File: src/rtl/seg_digit_scanner.sv
`default_nettype none
// ============================================================================
// Module   : seg_digit_scanner
// Brief    : Time-multiplexed 7-seg digit scanner with blanking gap and
//            frame-synchronous shadow load. Optional leading-zero blanking
//            when SEG_LZB_EN is defined.
// Revision : 1.0 - initial release
// ============================================================================
module seg_digit_scanner #(
    parameter int NUM_DIGITS   = 2,
    parameter int DWELL_CYCLES = 12500,
    parameter int BLANK_CYCLES = 64
) (
    input  logic                      i_clk,
    input  logic                      i_rst_n,
    input  logic [4*NUM_DIGITS-1:0]   i_value,
    input  logic                      i_load,
    input  logic                      i_enable,
    output logic [3:0]                o_hex,
    output logic [NUM_DIGITS-1:0]     o_digit_en,
    output logic                      o_pending,
    output logic                      o_frame_start
);

    localparam int c_MAX_CYC = (DWELL_CYCLES > BLANK_CYCLES) ? DWELL_CYCLES : BLANK_CYCLES;
    localparam int c_CNT_W   = $clog2(c_MAX_CYC + 1);
    localparam int c_IDX_W   = (NUM_DIGITS > 1) ? $clog2(NUM_DIGITS) : 1;

    localparam logic [c_CNT_W-1:0]    c_DWELL_LAST = c_CNT_W'(DWELL_CYCLES - 1);
    localparam logic [c_CNT_W-1:0]    c_BLANK_LAST = c_CNT_W'((BLANK_CYCLES > 0) ? BLANK_CYCLES - 1 : 0);
    localparam logic [c_IDX_W-1:0]    c_IDX_LAST   = c_IDX_W'(NUM_DIGITS - 1);
    localparam logic [NUM_DIGITS-1:0] c_ONE_HOT0   = NUM_DIGITS'(1);

    localparam logic [0:0] c_ST_BLANK = 1'b0;
    localparam logic [0:0] c_ST_SHOW  = 1'b1;

    logic [0:0]              r_state;
    logic [c_CNT_W-1:0]      r_cnt;
    logic [c_IDX_W-1:0]      r_idx;
    logic [4*NUM_DIGITS-1:0] r_shadow;
    logic [4*NUM_DIGITS-1:0] r_active;

    logic [0:0]              w_state_nxt;
    logic [c_CNT_W-1:0]      w_cnt_nxt;
    logic [c_IDX_W-1:0]      w_idx_nxt;
    logic                    w_wrap;
    logic                    w_enter_show;
    logic [4*NUM_DIGITS-1:0] w_active_nxt;
    logic                    w_lzb_ok;
    logic [NUM_DIGITS-1:0]   w_den_nxt;

    always_comb begin
        w_state_nxt  = r_state;
        w_cnt_nxt    = r_cnt;
        w_idx_nxt    = r_idx;
        w_wrap       = 1'b0;
        w_enter_show = 1'b0;
        case (r_state)
            c_ST_BLANK: begin
                if ((BLANK_CYCLES == 0) || (r_cnt == c_BLANK_LAST)) begin
                    w_state_nxt  = c_ST_SHOW;
                    w_cnt_nxt    = '0;
                    w_enter_show = 1'b1;
                end else begin
                    w_cnt_nxt = r_cnt + 1'b1;
                end
            end
            c_ST_SHOW: begin
                if (r_cnt == c_DWELL_LAST) begin
                    w_cnt_nxt = '0;
                    w_wrap    = (r_idx == c_IDX_LAST);
                    w_idx_nxt = w_wrap ? '0 : r_idx + 1'b1;
                    // With no gap the next digit's SHOW follows directly.
                    if (BLANK_CYCLES == 0) begin
                        w_state_nxt  = c_ST_SHOW;
                        w_enter_show = 1'b1;
                    end else begin
                        w_state_nxt = c_ST_BLANK;
                    end
                end else begin
                    w_cnt_nxt = r_cnt + 1'b1;
                end
            end
            default: begin
                w_state_nxt = c_ST_BLANK;
                w_cnt_nxt   = '0;
                w_idx_nxt   = '0;
            end
        endcase
    end

    // Outputs are registered from next-state values so they line up with the FSM.
    assign w_active_nxt = (w_wrap && o_pending) ? r_shadow : r_active;

`ifdef SEG_LZB_EN
    logic [NUM_DIGITS-1:0] w_lit_ok;

    for (genvar k = 0; k < NUM_DIGITS; k++) begin : g_lzb
        if (k == 0) begin : g_d0
            assign w_lit_ok[k] = 1'b1;
        end else begin : g_dk
            assign w_lit_ok[k] = |w_active_nxt[4*NUM_DIGITS-1:4*k];
        end
    end

    assign w_lzb_ok = w_lit_ok[w_idx_nxt];
`else
    assign w_lzb_ok = 1'b1;
`endif

    assign w_den_nxt = (i_enable && (w_state_nxt == c_ST_SHOW) && w_lzb_ok)
                     ? (c_ONE_HOT0 << w_idx_nxt) : '0;

    always_ff @(posedge i_clk or negedge i_rst_n) begin
        if (!i_rst_n) begin
            r_state       <= c_ST_BLANK;
            r_cnt         <= '0;
            r_idx         <= '0;
            r_shadow      <= '0;
            r_active      <= '0;
            o_hex         <= '0;
            o_digit_en    <= '0;
            o_pending     <= 1'b0;
            o_frame_start <= 1'b0;
        end else begin
            r_state       <= w_state_nxt;
            r_cnt         <= w_cnt_nxt;
            r_idx         <= w_idx_nxt;
            r_active      <= w_active_nxt;
            o_hex         <= w_active_nxt[{w_idx_nxt, 2'b00} +: 4];
            o_digit_en    <= w_den_nxt;
            o_frame_start <= w_enter_show && (w_idx_nxt == '0);
            if (i_load) begin
                r_shadow  <= i_value;
                o_pending <= 1'b1;
            end else if (w_wrap) begin
                o_pending <= 1'b0;
            end
        end
    end

endmodule
`default_nettype wire

File: config.mk
export PLATFORM = sky130hd
export DESIGN_NAME = seg_digit_scanner
export DESIGN_NICKNAME = d
export VERILOG_FILES = /design/src/rtl/seg_digit_scanner.sv
export SDC_FILE = /design/constraint.sdc
export NUM_CORES = 1
export LEC_CHECK = 0
export ABC_AREA = 0
export CAP_MARGIN = 25
export CORE_ASPECT_RATIO = 2
export CORE_UTILIZATION = 45
export DETAILED_ROUTE_END_ITERATION = 8
export PLACE_DENSITY_LB_ADDON = 0.12
export RECOVER_POWER = 100
export SETUP_SLACK_MARGIN = 0.15
export SKIP_LAST_GASP = 1
export SLEW_MARGIN = 20
export SYNTH_ARGS = -nofsm -noshare
export SYNTH_HDL_FRONTEND = slang
export SYNTH_SLANG_ARGS = --single-unit
File: constraint.sdc
create_clock -name i_clk -period 2.8 [get_ports i_clk]
set_clock_uncertainty 0.1 [all_clocks]
set_input_delay 0.28 -clock i_clk [delete_from_list [all_inputs] [get_ports i_clk]]
set_output_delay 0.28 -clock i_clk [all_outputs]
set_load 0.05 [all_outputs]
==> summary.md <==
| Metric | Value |
|---|---|
| Mapped Nets | `approximately 150` |
| Clock transition at path regs | `0.07 ns` |
| CP Capture Type | `flip-flop` |
| Pre-CTS setup slack | `between 0.4 and 0.5 ns` |
| Skew-Pair Late Insertion Delay | `0.29 ns` |
| Initial antenna violation count | `0` |
| Hold_buf cts | `0` |
| DRC Markers | `0` |
| Total Neg Setup Slack | `0 ns` |
| Post-Syn Area | `between 1500 and 2000 sq um` |
| Fin crit share | `0.889` |
| Seq cells post-synth | `40` |
| RD Place Congestion | `between 0.8 and 0.9` |
| Ys async rst share | `1.00` |
| Pwr Density | `573 nW/um^2` |
| Slowest-stage cell, CP | `dfrtp_1` |
| Synth Flop Type | `dfrtp_1` |
| Post-DRT Antenna Nets | `0` |
| Final hold viol count | `0` |
| # IOs | `20` |
| Avg Inst Size Synth | `12.3 sq um` |
| Initial DRC Count | `17` |
| Post-CTS Resized | `0` |
| Largest net degree at the start of global routing | `between 40 and 50` |
| Synth area leaders | `dfrtp_1, mux2_2, nor2_1` |
| Status | `finished, violations left` |
| Wire per inst | `approximately 14 um` |
| TritonCTS Buffers | `5` |
| Clock tree buffer depth | `2` |
| Layout Area Growth over Synthesis | `19.3%` |
| Yosys top cell by area | `dfrtp_1` |
| Synth Instances | `between 100 and 150` |
| Crit path arrival time | `between 2 and 3 ns` |
| Htree depth | `2` |
| TritonRoute pass-1 iters | `4` |
| CP cell instances | `ha_1, and3_1, and4_1, ha_1, nand3_1, mux2_2, nor2_1, nor2_1` |
| Worst Tran Pin Value | `approximately 2.0 ns` |
| Setup repair after global routing missed its margin | `no` |
| DPL Wire Length | `~2.3 mm` |
| Vias in the first global route | `approximately 1,200` |
| Max-slew violation count | `41` |
| CTS sink cnt | `40` |
| Num rows | `31` |
| Post-synthesis compound-gate area fraction | `0.0204` |
| Max Freq | `approximately 400 MHz` |
| Crit path buf inv count | `0` |
| Post-synth EDFFs | `0` |
| Seq/Total Area, Yosys | `0.584` |
| DRT Wirelength | `3.05 mm` |
| Worst min path class | `flip-flop to flip-flop` |
| Netlist cell types | `27` |
| Synth top area share | `0.584` |
| Clock root buffer master | `clkbuf_8` |
| Final core occ | `0.561` |
| Synth Area in Simple Gates | `0.182` |
| Worst Setup Start Kind | `flip-flop` |
| Post-route setup slack | `approximately 0.31 ns` |
| CP max stage delay | `about 0.41 ns` |
| Final Cell Area | `~2000 sq um` |
| Peak fanout along the critical path | `8` |
| GRT Total Usage | `0.180` |
| Synth cell count leaders | `dfrtp_1, nor2_1, mux2_2` |
| ANT cells | `0` |
| Top-count cell post-synth | `dfrtp_1` |
| Max Cap Viol | `1` |
| Kind of critical path | `flip-flop to flip-flop` |
| Initial Util | `0.470` |
| Synth warn | `0` |
| Port Buf Inserts | `19` |
| Main combinational cell family by area after synthesis | `simple AND/OR/NAND/NOR gates` |
| First-pass GRT wire length | `5.16 mm` |
| Post-Synth XOR/XNOR Area | `0.0613` |
| Failing checks | `max-capacitance violations, max-slew violations` |
| R2R setup slack | `around 0.31 ns` |
| Chip Width | `~46 um` |
| Fraction of layout cells with a size suffix above 1 | `0.160` |
| Leakage | `between 0.9 and 1 nW` |
| Total die area | `~4100 sq um` |
| Final setup violation count | `0` |
| Final net count | `176` |
| Top delay family on crit path | `simple AND/OR/NAND/NOR gates` |
| CTS tree | `done` |
| Post-CTS Setup Inserts | `0` |
| Die height | `roughly 90 um` |
| Post-synthesis mux area share | `0.111` |
| Placed cell area | `roughly 1900 sq um` |
| FILL cells | `roughly 340` |
| Tmin final | `around 2.5 ns` |
| Post-synthesis adder-cell area fraction | `0.0146` |
| Total core area | `3650 sq um` |
| Vias | `1,091` |
| Peak supply drop | `approximately 0.31 mV` |
| Max-slew headroom | `-0.348` |
| Vias/cell | `just over 5` |
| Worst Path Required | `2.88 ns` |
| Grt total ovfl | `0` |
-- sequential cells by signal (all words and copies together) (netlist names) --
register and cells:
o_pending 1, o_frame_start 1, r_shadow 8, r_cnt 14, r_idx 1, o_digit_en 2
o_hex 4, r_active 8, r_state 1
-- cell families after synthesis --
logic type                 after synthesis
and+or+nand+nor                         57
DFF                                     40
muxes                                   17
xor gates and xnor gates                12
buffers and inverters                    8
AOI/OAI and AO/OA                        4
adders and majority gates                2
-- cell type report --
class                   instances  area (sq um)  share of cell area
multi-input cells              92           656               0.320
repair buffers                 20           188              0.0917
clock inverters                 2          60.1              0.0294
clock buffers                   5          68.8              0.0336
flip-flops and latches         40          1000               0.489
well taps                      49          61.3              0.0300
inverters                       3          11.3             0.00550
-- report_power, final --
group	internal, mW	switching (mW)
logic	0.0224	0.0171
clock network	0.351	0.188
registers	0.589	0.00591
total	0.962	0.211
-- path summary, 6_finish.rpt --
check	start	end	cells after the start
min in group asynchronous	i_rst_n	r_cnt[3]	1
max	r_cnt[0]	o_hex[2]	8
max reg2reg	r_cnt[0]	o_hex[2]	8
min	r_active[6]	r_active[6]	1
max in group asynchronous	i_rst_n	r_active[4]	1
min reg2reg	r_active[6]	r_active[6]	1
-- per-stage QoR --
stage	total power, mW	hold slack, ns	std cells
floorplan	0.618	-0.116	140
global placement	0.647	0.343	204
detailed placement	0.649	0.348	204
CTS	1.19	0.0376	211
global route	1.22	0.426	211
finish	1.17	0.399	211
-- layout by cell type, fill, tap and decap left out, drive strengths merged, types with 4 or more instances in the layout --
| cell type | Yosys | layout |
|---|---|---|
| and3 | 5 | 5 |
| clkbuf | 2 | 7 |
| clkdlybuf4s50 | 0 | 9 |
| dfrtp | 40 | 40 |
| dlygate4sd3 | 0 | 9 |
| mux2 | 16 | 16 |
| nand2 | 6 | 6 |
| nand3 | 9 | 9 |
| nor2 | 25 | 25 |
| xnor2 | 4 | 4 |
| xor2 | 8 | 8 |
-- metal layers --
layer	vias up	part of all wire	GRT usage
met5	-	0	0
met4	0	0.035	0.107
met3	9	0.028	0.0465
met2	19	0.58	0.323
met1	544	0.36	0.174
li1	519	-	-
Power figures use the tool's default switching activity.
